### config.mk
export PLATFORM = sky130hd
export DESIGN_NAME = ssp_tx_shifter_flat
export DESIGN_NICKNAME = d
export VERILOG_FILES = /design/src/rtl/ssp_pkg.sv /design/src/rtl/ssp_tx_shifter_if.sv /design/src/rtl/ssp_bit_timer.sv /design/src/rtl/ssp_tx_shifter.sv /design/src/flat_wrapper.sv
export SDC_FILE = /design/constraint.sdc
export NUM_CORES = 1
export LEC_CHECK = 0
export BUFFER_PORTS_ARGS = -buffer_cell sky130_fd_sc_hd__buf_2
export CORE_MARGIN = 1
export CORE_UTILIZATION = 40
export CTS_BUF_LIST = sky130_fd_sc_hd__clkbuf_8
export CTS_CLUSTER_SIZE = 40
export DETAILED_ROUTE_END_ITERATION = 8
export PLACE_DENSITY = 0.57
export SLEW_MARGIN = 0
export SYNTH_ARGS = -nofsm -noshare
export SYNTH_HDL_FRONTEND = slang
export SYNTH_HIERARCHICAL = 1
export SYNTH_SLANG_ARGS = --single-unit
### constraint.sdc
create_clock -name PCLK -period 5.35 [get_ports PCLK]
set_input_delay 0 -clock PCLK [delete_from_list [all_inputs] [get_ports PCLK]]
set_output_delay 0 -clock PCLK [all_outputs]
set_load 0.1 [all_outputs]
### src/rtl/ssp_pkg.sv
// ssp_pkg: shared types and constants for the SSP transmit serialiser.
//   frame_state_t : frame FSM states (IDLE, FRAME, SHIFT)
//   req_state_t   : FIFO request FSM states (REQ, WAIT1, WAIT2)
//   SSP_DATA_W    : default bits per frame
package ssp_pkg;

    localparam int unsigned SSP_DATA_W = 8;

    typedef enum logic [1:0] {
        IDLE,
        FRAME,
        SHIFT
    } frame_state_t;

    typedef enum logic [1:0] {
        REQ,
        WAIT1,
        WAIT2
    } req_state_t;

endpackage

### src/rtl/ssp_tx_shifter_if.sv
// ssp_tx_shifter_if: byte handshake between the SSP transmit FIFO and the serialiser.
//   TxData            : byte from FIFO, valid only while tx_ready=1
//   tx_ready          : FIFO 1-cycle strobe, TxData valid this cycle
//   transmit_complete : 1-cycle request pulse from serialiser for the next byte
//   master modport = FIFO side, slave modport = serialiser side.
interface ssp_tx_shifter_if #(
    parameter int unsigned DATA_W = ssp_pkg::SSP_DATA_W
);

    logic [DATA_W-1:0] TxData;
    logic              tx_ready;
    logic              transmit_complete;

    modport master (
        output TxData,
        output tx_ready,
        input  transmit_complete
    );

    modport slave (
        input  TxData,
        input  tx_ready,
        output transmit_complete
    );

endinterface

### src/rtl/ssp_bit_timer.sv
// ssp_bit_timer: bit-period counter for the SSP serial clock.
//   PCLK       : system clock
//   CLEAR      : asynchronous active-high reset
//   restart    : synchronous restart, counter is 0 on the following cycle
//   phase_nxt  : 1 when the next cycle lies in the high half of a bit period
//   end_of_bit : 1 on the last PCLK cycle of the current bit period
// A bit period is 2*CLK_DIV PCLK cycles. phase_nxt is a look-ahead so the
// parent can register SSPCLKOUT without adding a cycle of skew.
module ssp_bit_timer #(
    parameter int unsigned CLK_DIV = 1
) (
    input  logic PCLK,
    input  logic CLEAR,
    input  logic restart,
    output logic phase_nxt,
    output logic end_of_bit
);

    localparam int unsigned   CW   = $clog2(2 * CLK_DIV);
    localparam logic [CW-1:0] LAST = CW'(2 * CLK_DIV - 1);
    localparam logic [CW-1:0] HALF = CW'(CLK_DIV);

    logic [CW-1:0] cnt;
    logic [CW-1:0] cnt_nxt;

    always_comb begin
        end_of_bit = (cnt == LAST);
        if (restart || end_of_bit) begin
            cnt_nxt = '0;
        end else begin
            cnt_nxt = cnt + 1'b1;
        end
        phase_nxt = (cnt_nxt < HALF);
    end

    always_ff @(posedge PCLK or posedge CLEAR) begin
        if (CLEAR) begin
            cnt <= '0;
        end else begin
            cnt <= cnt_nxt;
        end
    end

endmodule

### src/rtl/ssp_tx_shifter.sv
// ssp_tx_shifter: SSP transmit serialiser, TI synchronous-serial framing.
//   PCLK      : system clock, all logic on posedge
//   CLEAR     : asynchronous active-high reset
//   fifo      : byte handshake with the transmit FIFO (TxData, tx_ready, transmit_complete)
//   SSPTXD    : serial data, MSB first
//   SSPCLKOUT : serial clock, high in the first half of each bit period
//   SSPFSSOUT : frame sync, high for the bit period before the MSB
//   SSPOE_B   : pad output enable, active low
//   busy      : frame in progress or holding register full
// Bytes are double-buffered (holding reg + shift reg) so the next byte is
// fetched while the current one shifts, giving gap-free back-to-back frames.
module ssp_tx_shifter import ssp_pkg::*; #(
    parameter int unsigned DATA_W  = SSP_DATA_W,
    parameter int unsigned CLK_DIV = 1
) (
    input  logic                   PCLK,
    input  logic                   CLEAR,
    ssp_tx_shifter_if.slave        fifo,
    output logic                   SSPTXD,
    output logic                   SSPCLKOUT,
    output logic                   SSPFSSOUT,
    output logic                   SSPOE_B,
    output logic                   busy
);

    localparam int unsigned    BCW      = (DATA_W > 1) ? $clog2(DATA_W) : 1;
    localparam logic [BCW-1:0] LAST_BIT = BCW'(DATA_W - 1);

    frame_state_t      frame_state, frame_nxt;
    req_state_t        req_state, req_nxt;
    logic [DATA_W-1:0] hold, shift, shift_nxt;
    logic              hold_valid, hold_valid_nxt;
    logic [BCW-1:0]    bit_cnt, bit_cnt_nxt;
    logic              capture, load;
    logic              phase_nxt, end_of_bit;
    logic              txd_nxt, sclk_nxt, fss_nxt, oe_b_nxt;

    // Timer is held at zero while idle, so each new burst starts on a fresh bit period.
    ssp_bit_timer #(
        .CLK_DIV (CLK_DIV)
    ) u_timer (
        .PCLK       (PCLK),
        .CLEAR      (CLEAR),
        .restart    (frame_state == IDLE),
        .phase_nxt  (phase_nxt),
        .end_of_bit (end_of_bit)
    );

    // State register, datapath and registered pins.
    always_ff @(posedge PCLK or posedge CLEAR) begin
        if (CLEAR) begin
            frame_state <= IDLE;
            req_state   <= REQ;
            hold        <= '0;
            hold_valid  <= 1'b0;
            shift       <= '0;
            bit_cnt     <= '0;
            SSPTXD      <= 1'b0;
            SSPCLKOUT   <= 1'b0;
            SSPFSSOUT   <= 1'b0;
            SSPOE_B     <= 1'b1;
        end else begin
            frame_state <= frame_nxt;
            req_state   <= req_nxt;
            hold_valid  <= hold_valid_nxt;
            shift       <= shift_nxt;
            bit_cnt     <= bit_cnt_nxt;
            if (capture) begin
                hold <= fifo.TxData;
            end
            SSPTXD    <= txd_nxt;
            SSPCLKOUT <= sclk_nxt;
            SSPFSSOUT <= fss_nxt;
            SSPOE_B   <= oe_b_nxt;
        end
    end

    // Next-state logic for both FSMs and the datapath.
    always_comb begin
        frame_nxt   = frame_state;
        load        = 1'b0;
        shift_nxt   = shift;
        bit_cnt_nxt = bit_cnt;
        case (frame_state)
            IDLE: begin
                if (hold_valid) begin
                    load      = 1'b1;
                    frame_nxt = FRAME;
                end
            end
            FRAME: begin
                if (end_of_bit) begin
                    frame_nxt   = SHIFT;
                    bit_cnt_nxt = '0;
                end
            end
            SHIFT: begin
                if (end_of_bit) begin
                    if (bit_cnt == LAST_BIT) begin
                        bit_cnt_nxt = '0;
                        if (hold_valid) begin
                            load      = 1'b1;
                            frame_nxt = FRAME;
                        end else begin
                            frame_nxt = IDLE;
                        end
                    end else begin
                        bit_cnt_nxt = bit_cnt + 1'b1;
                        shift_nxt   = {shift[DATA_W-2:0], 1'b0};
                    end
                end
            end
            default: frame_nxt = IDLE;
        endcase
        // Transfer reads the old hold value; a same-edge capture overwrites hold.
        if (load) begin
            shift_nxt = hold;
        end

        capture = (req_state == WAIT1) && fifo.tx_ready;
        req_nxt = req_state;
        case (req_state)
            REQ:     if (!hold_valid) req_nxt = WAIT1;
            WAIT1:   req_nxt = capture ? REQ : WAIT2;
            WAIT2:   req_nxt = REQ;
            default: req_nxt = REQ;
        endcase

        if (capture) begin
            hold_valid_nxt = 1'b1;
        end else if (load) begin
            hold_valid_nxt = 1'b0;
        end else begin
            hold_valid_nxt = hold_valid;
        end
    end

    // Outputs. Pins are decoded from next-state values and registered above,
    // so they line up with the state they describe.
    always_comb begin
        fifo.transmit_complete = (req_state == REQ) && !hold_valid && !CLEAR;
        oe_b_nxt = (frame_nxt == IDLE);
        fss_nxt  = (frame_nxt == FRAME);
        txd_nxt  = !oe_b_nxt && shift_nxt[DATA_W-1];
        sclk_nxt = !oe_b_nxt && phase_nxt;
        busy     = (frame_state != IDLE) || hold_valid;
    end

endmodule
### src/flat_wrapper.sv
// flat-port wrapper written by rule: the top's interface ports become plain ports
module ssp_tx_shifter_flat import ssp_pkg::*;
#(
    parameter int unsigned DATA_W  = SSP_DATA_W,
    parameter int unsigned CLK_DIV = 1
)
  (PCLK, CLEAR, SSPTXD, SSPCLKOUT, SSPFSSOUT, SSPOE_B, busy, fifo_TxData, fifo_tx_ready, fifo_transmit_complete);
  ssp_tx_shifter_if #(.DATA_W(DATA_W)) fifo_i ();
  input  logic PCLK;
  input  logic CLEAR;
  output logic SSPTXD;
  output logic SSPCLKOUT;
  output logic SSPFSSOUT;
  output logic SSPOE_B;
  output logic busy;
  input wire logic [$bits(fifo_i.TxData)-1:0] fifo_TxData;
  input wire logic [$bits(fifo_i.tx_ready)-1:0] fifo_tx_ready;
  output wire logic [$bits(fifo_i.transmit_complete)-1:0] fifo_transmit_complete;
  assign fifo_i.TxData = fifo_TxData;
  assign fifo_i.tx_ready = fifo_tx_ready;
  assign fifo_transmit_complete = fifo_i.transmit_complete;
  ssp_tx_shifter #(.DATA_W(DATA_W), .CLK_DIV(CLK_DIV)) u_core (.PCLK(PCLK), .CLEAR(CLEAR), .fifo(fifo_i), .SSPTXD(SSPTXD), .SSPCLKOUT(SSPCLKOUT), .SSPFSSOUT(SSPFSSOUT), .SSPOE_B(SSPOE_B), .busy(busy));
endmodule
==> metrics <==
fmax 453 MHz; Hold WC Path Type input pin to asynchronous set/reset pin; final hold viol count 0; count leader, synth dfrtp_1; clock sinks 29; antenna cells 0; num rows 20; placer congestion estimate 0.762; register area share after synthesis 0.556; post_cts resized 0; RSZ-0062 raised after global routing no; CTS Buf Count 5; Clock Pin Slew Worst Setup and Hold Paths 0.06 ns; syn_nets 127; die area 3500 um^2; initial antenna violation count 0; Overall Global Routing Usage 0.172; Area contributors post-synth dfrtp_1 (54%), mux2_2 (6.9%), a22o_1 (4.0%), a22oi_1 (3.4%), nor2_1 (3.2%); Crit Path Class flop to flop; via count 947; cells after synthesis 113; die width 59.2 um; LEAKAGE 0.000741 uW; Clk Latency, worst-skew pair 0.27 ns; peak supply drop 0.000298 V; total wire length 2470 um; synthesis-to-layout area growth 22.0%; TritonRoute pass-1 iters 4; final setup fails 0; nets 155; ys flop type dfrtp_1; Final Critical Period 2.21 ns; Final Cell Area 1600 um^2; DRT iter0 DRCs 25; maximum fanout along the worst path 13; CTS Hold Bufs 10; worst-margin pin slew 1.04 ns; Initial Utilization 0.425; pins over their slew limit 0; CP arrival 2.31 ns; first-pass GRT wire length 4280 um; Synth top area share 0.536; Fin Clk Skew 0.00450 ns; clock buffer depth 2; hold_ws 0.109 ns; DRC Markers 0; placed cell area 1420 um^2; IO buf count 16; required time worst endpoint 5.45 ns; most frequent cells after synthesis dfrtp_1 (28), nor2_1 (11), mux2_2 (8); wire per inst 13.3 um; Synth warnings 6; share of layout cells above drive strength 1 0.261; Final Non-Filler Cells 186; pwr dens 664 nW/um^2; fin crit share 0.412; clock root cell clkbuf_8; vias in the first global route 981; Cell variety after synth 36; cell taking the most area after synthesis dfrtp_1; Max Cap Viol 0; IO Count 17; Yosys reg bits 29; Vert. Die Dim 59.2 um; Post-Syn Area per Cell 11.6 um^2; Post-synth EDFFs 0; # placed instances 168; setup TNS 0 ns; Async SR Flop Fraction 1.00; pin count of the biggest net entering global routing 29; dpl hpwl 1620 um; Netlist Area Pre-Place 1310 um^2; via density per instance 5.09; Post-CTS Setup Bufs 0; total core area 3080 um^2; Setup crit end kind flop; H-tree level count 2; Detail Route Antenna Nets 0; GRT Residual Overflow 0; status completed; Slew HR 0.309; TritonCTS clock tree yes; Startpoint Class flop
power by group:
part           total, uW  internal, uW  leakage (uW)  switching, uW
registers            417           329      0.000354           88.3
clock network        162          86.3     0.0000519           75.9
logic                480           166      0.000335            314
metrics by stage:
stage | utilization | total power [uW] | setup slack, ns
5_1_grt | 0.518 | 1140 | 2.92
3_3_place_gp | 0.460 | 883 | 3.28
3_5_place_dp | 0.460 | 900 | 3.17
4_1_cts | 0.518 | 1070 | 3.16
6_report | 0.518 | 1060 | 3.14
2_1_floorplan | - | 819 | 1.99
flip-flops by register name, summed over array words and instances (netlist names):
name and count:
u_core/shift 8, u_core/hold_valid 1, u_core/SSPFSSOUT 1, u_core/req_state 2, u_core/u_timer/end_of_bit 1, u_core/SSPOE_B 1, u_core/frame_state 2, u_core/SSPTXD 1
u_core/bit_cnt 3, u_core/hold 8, u_core/SSPCLKOUT 1
final timing paths:
check / from / endpoint / slack, ns / cells after the start
setup / recovery: u_core/bit_cnt[0]$_DFFE_PP0P_ / u_core/shift[3]$_DFFE_PP0P_ / 3.14 / 5
hold / removal: CLEAR / u_core/u_timer/end_of_bit$_DFF_PP0_ / 0.11 / 3
setup reg to reg: u_core/bit_cnt[0]$_DFFE_PP0P_ / u_core/shift[3]$_DFFE_PP0P_ / 3.14 / 5
hold reg to reg: u_core/req_state[1]$_DFFE_PP0P_ / u_core/req_state[1]$_DFFE_PP0P_ / 0.49 / 1
max in group asynchronous: CLEAR / u_core/bit_cnt[0]$_DFFE_PP0P_ / 4.18 / 3
min in group PCLK: fifo_tx_ready / u_core/req_state[1]$_DFFE_PP0P_ / 0.45 / 3
cell type report:
class,instances,area (um^2)
Tap cell,44,55.1
Timing Repair Buffer,26,180
Clock buffer,5,68.8
Fill cell,284,1480
Sequential cell,29,727
Clock inverter,3,11.3
Multi-Input combinational cell,73,531
Inverter,6,22.5
worst max-delay path, stage by stage, from the launching register on:
cell,delay (ns)
dfrtp_1,0.41
ha_1,0.24
ha_1,0.26
nand2b_1,0.18
a221oi_2,0.78
a21oi_1,0.17
cells by family (layout without fill, tap and decap cells):
group	Yosys count	after routing	share of synthesized area
AOI/OAI and AO/OA	31	31	0.179
muxes	9	9	0.0766
buffers and inverters	11	40	0.0383
DFF	29	29	0.556
and+or+nand+nor	30	30	0.122
adders and majority gates	3	3	0.0287
routing by layer:
metal,part of all wire,track usage,up-vias
li1,-,-,455
met1,0.44,0.183,473
met2,0.52,0.294,15
met3,0.027,0.0721,4
met4,0.011,0.0816,0
met5,0,0,-
placed cells by master, fill, tap and decap left out, drive strengths merged:
cell type    netlist  layout
dlygate4sd3        0      10
o21a               1       1
mux2               8       8
mux2i              1       1
nor4               1       1
o21ai              4       4
a221oi             1       1
nor3               1       1
dfstp              1       1
nor2b              1       1
a21oi              7       7
and4b              1       1
clkbuf             1       5
a21boi             2       2
o211a              1       1
inv                6       9
nand2              5       5
nor2              11      11
nand2b             3       3
buf                4      16
nand3b             1       1
a22o               6       6
a21bo              1       1
nor3b              1       1
or2                1       1
and4bb             1       1
dfrtp             28      28
and2               1       1
ha                 3       3
a22oi              6       6
o22ai              2       2
and2b              1       1
nand3              1       1
Note: power is estimated with default switching activity, not from simulation.
